## src/rtl/button_debounce_repeat.sv

```systemverilog
// button_debounce_repeat
// Conditions one raw push-button for the counter stage: two-flop synchroniser,
// consecutive-sample debounce, then an FSM that emits one increment pulse per
// press and, when enabled, repeat pulses at a fixed rate after a long hold.
module button_debounce_repeat #(
  parameter int DB_CYCLES     = 16,
  parameter int DB_W          = 5,
  parameter int HOLD_CYCLES   = 64,
  parameter int REPEAT_CYCLES = 16,
  parameter int TMR_W         = 8
) (
  input  logic clk,
  input  logic nrst,
  input  logic btn_in,
  input  logic enable_repeat,
  output logic pressed,
  output logic pulse,
  output logic held
);

  localparam logic [DB_W-1:0]  DB_LAST   = DB_W'(DB_CYCLES - 1);
  localparam logic [TMR_W-1:0] HOLD_LAST = TMR_W'(HOLD_CYCLES - 1);
  localparam logic [TMR_W-1:0] REP_LAST  = TMR_W'(REPEAT_CYCLES - 1);

  typedef enum logic [1:0] {
    IDLE      = 2'd0,
    WAIT_HOLD = 2'd1,
    REPEAT    = 2'd2
  } state_t;

  logic              s1;
  logic              btn_s;
  logic [DB_W-1:0]   db_cnt;
  state_t            state;
  logic [TMR_W-1:0]  tmr;

  // Two-flop synchroniser for the asynchronous button input.
  always_ff @(posedge clk or negedge nrst) begin
    if (!nrst) begin
      s1    <= 1'b0;
      btn_s <= 1'b0;
    end else begin
      s1    <= btn_in;
      btn_s <= s1;
    end
  end

  // Debounce: flip the level only after DB_CYCLES consecutive disagreeing samples.
  always_ff @(posedge clk or negedge nrst) begin
    if (!nrst) begin
      db_cnt  <= '0;
      pressed <= 1'b0;
    end else if (btn_s == pressed) begin
      db_cnt  <= '0;
    end else if (db_cnt == DB_LAST) begin
      pressed <= ~pressed;
      db_cnt  <= '0;
    end else begin
      db_cnt  <= db_cnt + DB_W'(1);
    end
  end

  // Press / hold / repeat FSM with registered pulse and held outputs.
  // IDLE is only ever entered with pressed low (release or reset), so seeing
  // pressed high while in IDLE is exactly the debounced rising edge.
  always_ff @(posedge clk or negedge nrst) begin
    if (!nrst) begin
      state <= IDLE;
      tmr   <= '0;
      pulse <= 1'b0;
      held  <= 1'b0;
    end else begin
      pulse <= 1'b0;
      case (state)
        IDLE: begin
          tmr  <= '0;
          held <= 1'b0;
          if (pressed) begin
            pulse <= 1'b1;
            state <= WAIT_HOLD;
          end
        end
        WAIT_HOLD: begin
          if (!pressed) begin
            state <= IDLE;
            tmr   <= '0;
          end else if (!enable_repeat) begin
            tmr   <= '0;
          end else if (tmr == HOLD_LAST) begin
            pulse <= 1'b1;
            tmr   <= '0;
            held  <= 1'b1;
            state <= REPEAT;
          end else begin
            tmr   <= tmr + TMR_W'(1);
          end
        end
        REPEAT: begin
          // Release is checked first so a coincident timer expiry emits nothing.
          if (!pressed) begin
            state <= IDLE;
            tmr   <= '0;
            held  <= 1'b0;
          end else if (!enable_repeat) begin
            state <= WAIT_HOLD;
            tmr   <= '0;
            held  <= 1'b0;
          end else if (tmr == REP_LAST) begin
            pulse <= 1'b1;
            tmr   <= '0;
          end else begin
            tmr   <= tmr + TMR_W'(1);
          end
        end
        default: begin
          state <= IDLE;
          tmr   <= '0;
          held  <= 1'b0;
        end
      endcase
    end
  end

endmodule
```

## config.mk

```make
export PLATFORM = sky130hd
export DESIGN_NAME = button_debounce_repeat
export DESIGN_NICKNAME = d
export VERILOG_FILES = /design/src/rtl/button_debounce_repeat.sv
export SDC_FILE = /design/constraint.sdc
export NUM_CORES = 1
export LEC_CHECK = 0
export BUFFER_PORTS_ARGS = -buffer_cell sky130_fd_sc_hd__buf_2
export CORE_AREA = 2 2 64 66
export CTS_CLUSTER_DIAMETER = 40
export CTS_CLUSTER_SIZE = 10
export DETAILED_ROUTE_END_ITERATION = 10
export DIE_AREA = 0 0 66 68
export GPL_TIMING_DRIVEN = 0
export PLACE_DENSITY = 0.41
export SLEW_MARGIN = 25
export SYNTH_ARGS = -nofsm -noshare
export SYNTH_HDL_FRONTEND = slang
export SYNTH_SLANG_ARGS = --single-unit
export TNS_END_PERCENT = 100
```

## constraint.sdc

```tcl
create_clock -name clk -period 3.8 [get_ports clk]
set_input_delay 0 -clock clk [delete_from_list [all_inputs] [get_ports clk]]
set_output_delay 0 -clock clk [all_outputs]
set_load 0.05 [all_outputs]
```

Yosys cells after proc, flatten, opt, wreduce, memory -nomap -nowiden
Cells that the tools add are included.
Cells by class
  add/subtract/negate cells: 2
  equal/unequal tests: 13
  multiplexer cells: 30
  bitwise operators: 2
  reduce and logical (&&, ||, !) cells: 4
Operator list (count)
  $mux 8: 6
  $pmux 8 s2: 1
  $mux 1: 12
  $mux 2: 6
  $mux 5: 2
  $ne 3x3->1 const B: 3
  $add 8x1->8 const B: 1
  $eq 8x4->1 const B: 1
  $eq 8x6->1 const B: 1
  $ne 2x2->1 const B: 4
  $reduce_and 4->1: 2
  $pmux 2 s3: 1
  $add 5x1->5 const B: 1
  $eq 5x4->1 const B: 1
  $pmux 1 s3: 1
  $eq 2x1->1 const B: 1
  $eq 2x2->1 const B: 1
  $logic_not 2->1: 1
  $not 1->1: 2
  $pmux 1 s2: 1
  $reduce_and 2->1: 1
  $eq 1x1->1: 1
Storage, ports and cells
  bits in registers: 20
  bits of input ports: 4
  output and inout port bits: 3
  word-level logic and storage cells: 59

Depth between registers and ports, before layout
Gate-level depths: netlist of run 1.
  word-level depth: 5
  gate-level depth with buffers: 5
  depth with buffers taken out: 5

Worst setup path after synthesis of run 1
OpenSTA, ideal clock, no wires.
  kind: flip-flop to flip-flop
  start: reg state[0]
  end: reg pulse
  library setup time: 0.066 ns
  arrival: 1.585 ns
  data required time: 3.734 ns
  path slack: 2.149 ns
  stages on the path, launching flop included: 6
  buffers on the path: 0
  clock period less this slack: 1.651 ns
  cells stage by stage: dfrtp_1 inv_1 ha_1 or3b_1 a2111oi_2 a22o_1
Between the ends
  cells in the longest elaborated chain, start to end: 2
  elaborated cells between the ends (all ways): 4
  classes of those cells: eq/ne (2); mux (1); reduce/logical (1)
RTL lines
  start, declared: RTL line 34  | state_t state;
  start signal, assigned: RTL line 68  | state <= IDLE;
  start signal, assigned: RTL line 80  | state <= WAIT_HOLD;
  start signal, assigned: RTL line 85  | state <= IDLE;
  $eq 2x2->1 (tied with other cells): RTL line 74  | case (state)
  $pmux 1 s3 (*): RTL line 74
  end signal, assigned: RTL line 70  | pulse <= 1'b0;
  end signal, assigned: RTL line 73  | pulse <= 1'b0;
  end signal, assigned: RTL line 79  | pulse <= 1'b1;
  end, declared: RTL line 17  | output logic pulse,
Every way passes the cells marked *; elsewhere a longest branch is shown, timed or not.
A chain may end at the register's enable or synchronous reset.

Final worst setup path of run 1
Ends and elaborated chain as after synthesis.

==> results of run 1 <==
[cells by family after synthesis]
logic type               synth area share
AO/OA/AOI/OAI                       0.127
flip-flops                          0.476
buffers and inverters              0.0321
multiplexers                       0.0107
AND/OR/NAND/NOR                     0.233
XOR/XNOR                           0.0499
adder cells (fa/ha/maj)            0.0713
[registers in the layout (all words and copies together), names as in the netlist]
name and flops:
tmr 8, db_cnt 5, pressed 1, btn_s 1, state 2, s1 1
held 1, pulse 1
[area by class of cell]
cell class	count	area [um^2]	area share
repair buffers	8	50.0	0.0405
clock inverters	1	30.0	0.0243
clock buffers	3	41.3	0.0334
inverters	3	11.3	0.00911
multi-input cells	73	518	0.419
plain buffers	3	22.5	0.0182
flip-flops and latches	20	500	0.405
well taps	50	62.6	0.0506
[cell usage in the layout, fill, tap and decap left out, types with 2 or more instances in the layout]
| master | n |
|---|---|
| a31oi_1 | 2 |
| dlygate4sd3_1 | 2 |
| or3_1 | 4 |
| nand2_1 | 3 |
| nand3_1 | 7 |
| xnor2_1 | 2 |
| nor2b_1 | 2 |
| dfrtp_1 | 20 |
| clkbuf_8 | 3 |
| o211ai_1 | 2 |
| buf_2 | 6 |
| and3_1 | 2 |
| nor3_1 | 3 |
| xor2_1 | 4 |
| a21oi_1 | 3 |
| o21ai_0 | 5 |
| nor2_1 | 7 |
| inv_1 | 3 |
| ha_1 | 6 |
| and2_1 | 2 |
| a211o_1 | 2 |
[per-stage QoR]
step / hold slack, ps / instance area (um^2) / setup slack [ps] / instances
floorplan: -296 / 1050 / 2150 / 99
global placement: -15.8 / 1140 / 1920 / 155
detailed placement: -13.7 / 1140 / 1880 / 155
CTS: 89.4 / 1240 / 1860 / 161
global route: 134 / 1240 / 1770 / 161
finish: 101 / 1240 / 1890 / 161
[power by group]
group,total (mW),leakage [nW],switching [mW],internal (mW)
logic,0.0154,0.239,0.00929,0.00608
clock network,0.214,0.0357,0.0738,0.141
registers,0.219,0.272,0.00280,0.217
[layer usage]
layer | track usage | vias up | wire length, um
li1 | - | 385 | -
met1 | 0.142 | 356 | 1020
met2 | 0.163 | 9 | 897
met3 | 0.0247 | 2 | 64
met4 | 0.0459 | 0 | 21
met5 | 0 | - | 0
[critical path, cell delays in order, from the launching register on]
cell and delay [ps]:
dfrtp_1 440, inv_1 110, ha_1 330, or3b_1 400, a2111oi_2 390, a22o_1 190
[how the worst min path moves through the flow]
stage,start,to,slack [ps],cells after the start
2_1_floorplan,nrst,btn_s,-300,0
3_3_place_gp,nrst,db_cnt[4],-20,1
3_5_place_dp,nrst,db_cnt[4],-10,1
4_1_cts,enable_repeat,tmr[0],90,3
5_1_grt,enable_repeat,tmr[0],130,3
6_report,enable_repeat,tmr[0],100,3
==> run_results.csv, run 1 <==
group,metric,value,unit
timing,slew_headroom,0.646,
die,fp.coreArea,3860,um^2
timing,finalCriticalPeriod,1910,ps
cts,clk_latency,260,ps
routing,via_per_inst,4.67,
layout,antenna_cells,0,
cts,clk_path_buf_depth,2,
cts,postCtsHoldBufs,2,
synth,synth_edf_count,0,
synth,syn_area,1050,um^2
worst_setup_path,r2r_cells,5,
layout,syn_to_final_growth,17.5,%
timing,timing.final.crit_share,0.502,
worst_setup_path,r2r_start,"state[0]",
timing,setup_viol,0,
synth,synth-seq-cells,20,
synth,synth_ff_type,"dfrtp_1",
synth,synth_fp_nets,109,
synth,yosys-top-cells-count,"dfrtp_1 (20), nand3_1 (7), nor2_1 (7)",
cts,cts_root_buf,"clkbuf_8",
grt,grt_use_total,0.106,
cts,h-tree-depth,1,
worst_setup_path,cp_data_required_time,4000,ps
place,dp_hpwl,1440,um
synth,synth-seq-area-share,0.476,
place,port_buffers,6,
grt,grt_pass1_wl,3560,um
routing,first_pass_iters,4,
worst_setup_path,arrival,2110,ps
cts,cts_setup_buffers,0,
power_and_ir_drop,p_per_area,363,nW/um^2
layout,drive_above_1_share,0.180,
synth,synth_top_cell_area_share,0.476,
routing,drt_wl_total,2010,um
routing,drt.antenna.violating_nets,0,
grt,first_global_vias,740,
grt,grt_max_degree,21,
power_and_ir_drop,total_power,0.449,mW
run_status,outcome,"finished, final reports clean",
worst_setup_path,endpoint_kind,"flop",
routing,avgRoutedWirePerCell,12.5,um
grt,grt_antenna_before_repair,0,
die,die_area,4490,um^2
die,fp.dieH,68,um
timing,rsz0062_at_grt,"no",
routing,drc,0,
worst_setup_path,path_class,"reg -> reg",
synth,synth.avg_cell_area,10.6,um^2
timing,worst_pin_slew,525,ps
place,gp_congestion,0.780,
power_and_ir_drop,p_leak,0.547,nW
synth,synth_cells,99,
die,die_x,66,um
power_and_ir_drop,peakVddDrop,0.103,mV
timing,finalMaxSlewViolations,0,
worst_setup_path,crit_path_end,"pulse",
cts,cts_tree,"yes",
synth,synth_top_area_cell,"dfrtp_1",
timing,finalHoldViolCount,0,
synth,synth_warnings,0,
min_path,min_path_type,"in -> reg",
die,start_util,0.273,
timing,finClkSkew,2.55,ps
worst_setup_path,cp-start-kind,"flop",
synth,ys_types,38,
synth,yosysMostFrequentCell,"dfrtp_1",
cts,ctsResizeCount,0,
layout,fin_nets,122,
routing,num_vias,752,
cts,clk_pin_slew,80,ps
timing,max_freq,0.524,GHz
timing,fin_tns_setup,0,ps
layout,n_fill_cell,411,
synth,async_flop_share,1.00,
worst_setup_path,critPathMaxFanout,9,
flow_run,maxCapViolCount,0,
layout,final_core_util,0.321,
grt,gr-total-overflow,0,
die,ioPinCount,7,
die,num_rows,23,
worst_setup_path,startpoint,"state[0]",
worst_setup_path,r2r_slack,1890,ps
cts,cts_made_buffers,3,
worst_setup_path,r2r-end,"pulse",
cts,clock-sinks,20,
synth,synth_area_leaders,"dfrtp_1 (48%), ha_1 (7.1%), nand3_1 (3.3%)",
routing,drtIter0Drc,55,
Note: power is estimated with default switching activity, not from simulation.
==> run 2, diff against run 1 <==
--- a/config.mk
+++ b/config.mk
@@ -5,14 +5,15 @@
 export SDC_FILE = /design/constraint.sdc
 export NUM_CORES = 1
 export LEC_CHECK = 0
+export ABC_AREA = 1
 export BUFFER_PORTS_ARGS = -buffer_cell sky130_fd_sc_hd__buf_2
-export CORE_AREA = 2 2 64 66
+export CORE_AREA = 2 2 63 65
 export CTS_CLUSTER_DIAMETER = 40
 export CTS_CLUSTER_SIZE = 10
 export DETAILED_ROUTE_END_ITERATION = 10
-export DIE_AREA = 0 0 66 68
+export DIE_AREA = 0 0 65 67
 export GPL_TIMING_DRIVEN = 0
-export PLACE_DENSITY = 0.41
+export PLACE_DENSITY = 0.42
 export SLEW_MARGIN = 25
 export SYNTH_ARGS = -nofsm -noshare
 export SYNTH_HDL_FRONTEND = slang
==> constraint.sdc (replaced) <==
create_clock -name clk -period 1.7 [get_ports clk]
set_input_delay 0 -clock clk [delete_from_list [all_inputs] [get_ports clk]]
set_output_delay 0 -clock clk [all_outputs]
set_load 0.05 [all_outputs]
==> run_results.csv, run 2 <==
group,metric,value,unit
layout,n_fill_cell,388,
place,gp_congestion,0.734,
synth,synth.avg_cell_area,8.80,um^2
routing,drt_wl_total,1750,um
synth,synth-seq-cells,20,
cts,clk_path_buf_depth,2,
die,die_x,65,um
routing,avgRoutedWirePerCell,10.0,um
place,dp_hpwl,1310,um
power_and_ir_drop,p_per_area,870,nW/um^2
worst_setup_path,endpoint_kind,"flop",
routing,via_per_inst,4.16,
synth,synth_ff_type,"dfrtp_1",
synth,synth_fp_nets,125,
synth,async_flop_share,1.00,
worst_setup_path,r2r-end,"tmr[7]",
layout,final_cell_area,1160,um^2
worst_setup_path,r2r_start,"state[0]",
timing,rsz0062_at_grt,"no",
layout,top_register,"tmr",
synth,synth_edf_count,0,
timing,timing.final.crit_share,0.801,
cts,clk_pin_slew,70,ps
min_path,min_path_type,"in -> reg",
synth,synth_top_cell_area_share,0.494,
run_status,outcome,"finished, final reports clean",
cts,cts_tree,"yes",
timing,max_freq,0.735,GHz
synth,syn_area,1010,um^2
routing,drt.antenna.violating_nets,0,
worst_setup_path,r2r_slack,340,ps
synth,synth_area_leaders,"dfrtp_1 (49%), ha_1 (7.4%), nand2_1 (6.7%)",
worst_setup_path,cp-start-kind,"flop",
layout,antenna_cells,0,
worst_setup_path,critPathMaxFanout,6,
timing,slew_headroom,0.698,
layout,seqCellArea,500,um^2
layout,syn_to_final_growth,15.0,%
min_path,hold_start,"enable_repeat",
die,num_rows,22,
timing,finalMaxSlewViolations,0,
timing,finalCriticalPeriod,1360,ps
grt,use_met3,0.0355,
layout,drive_above_1_share,0.175,
timing,finClkSkew,1.46,ps
die,ioPinCount,7,
power_and_ir_drop,total_power,1.01,mW
timing,worst_pin_slew,453,ps
routing,first_pass_iters,5,
grt,first_global_vias,739,
power_and_ir_drop,p_leak,0.581,nW
synth,yosysMostFrequentCell,"dfrtp_1",
layout,reg_top3,"tmr x8, db_cnt x5, state x2",
place,port_buffers,6,
synth,synth-seq-area-share,0.494,
die,fp.dieH,67,um
grt,grt_antenna_before_repair,0,
grt,grt_max_degree,21,
grt,grt_pass1_wl,3210,um
flow_run,maxCapViolCount,0,
grt,grt_use_total,0.0977,
synth,synth_warnings,0,
timing,finalHoldViolCount,0,
synth,synth_top_area_cell,"dfrtp_1",
timing,fin_tns_setup,0,ps
synth,ys_types,22,
worst_setup_path,cp_data_required_time,1890,ps
die,die_area,4360,um^2
cts,clock-sinks,20,
layout,final_cell_mix,"dfrtp_1 (20), nand2_1 (18), nor2_1 (15)",
cts,clk_latency,250,ps
routing,drtIter0Drc,23,
layout,stdcell_count,174,
cts,cts_made_buffers,3,
grt,gr-total-overflow,0,
worst_setup_path,path_class,"reg -> reg",
timing,setup_viol,0,
cts,cts_setup_buffers,0,
die,fp.coreArea,3610,um^2
grt,use_met2,0.166,
synth,synth_cells,115,
worst_setup_path,r2r_cells,6,
die,start_util,0.281,
grt,busiest_layer,"met2",
cts,cts_root_buf,"clkbuf_8",
worst_setup_path,arrival,1550,ps
min_path,hold_depth,3,
power_and_ir_drop,peakVddDrop,0.300,mV
layout,multi_input_area,444,um^2
layout,mostFrequentLayoutCell,"dfrtp_1",
layout,fin_nets,138,
layout,largest_reg_flops,8,
grt,grt_use_met1,0.117,
place,postPlaceCellArea,1100,um^2
routing,drc,0,
cts,h-tree-depth,1,
synth,yosys-top-cells-count,"dfrtp_1 (20), nand2_1 (18), nor2_1 (15)",
place,placed_cells,169,
routing,num_vias,724,
min_path,hold_end,"tmr[0]",
## run 2: changes by cell type in the layout (fill, tap and decap cells not counted), sizes merged, moves of 4 or more
cell	change
nor2	+10
nand3	+5
nand2	+20
or3	-4
inv	+13
## run 2: metrics by stage
step                      setup slack [ps]   util  hold WS [ps]
after floorplan                        314      -          -296
after global placement                 322  0.306         -14.9
after detailed placement               349  0.306         -8.89
after CTS                              328  0.323          31.1
after global routing                   205  0.323          36.9
final                                  339  0.323          34.4
## run 2: area by class of cell
type | instances | area share
multi-input combinational | 78 | 0.382
tap | 48 | 0.0516
timing repair buffer | 8 | 0.0430
inverter | 16 | 0.0516
clock buffer | 3 | 0.0355
sequential | 20 | 0.430
buffer | 1 | 0.00645
## run 2: critical path: stages (launching register included)
cell and delay (ps):
dfrtp_1 400, inv_1 80, ha_1 280, inv_1 50, nor2_1 220, nand2_2 150
nor2_1 120
## run 2: power by group
group / total (mW) / leakage, nW / switching [mW] / internal, mW
clock: 0.308 / 0.0216 / 0.151 / 0.158
sequential: 0.514 / 0.270 / 0.0181 / 0.496
combinational: 0.189 / 0.289 / 0.116 / 0.0736
total: 1.01 / 0.581 / 0.284 / 0.727
## run 2: worst max path at each step
stage                     depth (start not counted)  startpoint        to
after floorplan                                   8     pressed  state[0]
after global placement                            8      tmr[0]    tmr[7]
after detailed placement                          8      tmr[0]    tmr[7]
after CTS                                         6    state[0]    tmr[7]
after global routing                              7    state[0]    tmr[5]
final                                             6    state[0]    tmr[7]
## run 2: timing repair
item	CTS	global route
endpoints found under the hold margin	21	0
hold buffers	2	0
resized for setup	0	0
## run 2: kinds of logic (layout without fill, tap and decap cells)
kind of cell / after synthesis / count (layout) / share of synthesized area
flip-flops: 20 / 20 / 0.494
AO/OA/AOI/OAI: 10 / 10 / 0.0544
adder cells (fa/ha/maj): 6 / 6 / 0.0742
AND/OR/NAND/NOR: 56 / 56 / 0.258
buffers and inverters: 17 / 28 / 0.0668
XOR/XNOR: 6 / 6 / 0.0519
## run 2: metal layers
metal  up-vias  share of wire  wire length [um]
met1       332           0.49               849
met4         0          0.010                18
met3         2          0.034                60
met2         7           0.47               819
met5         -              0                 0
li1        383              -                 -
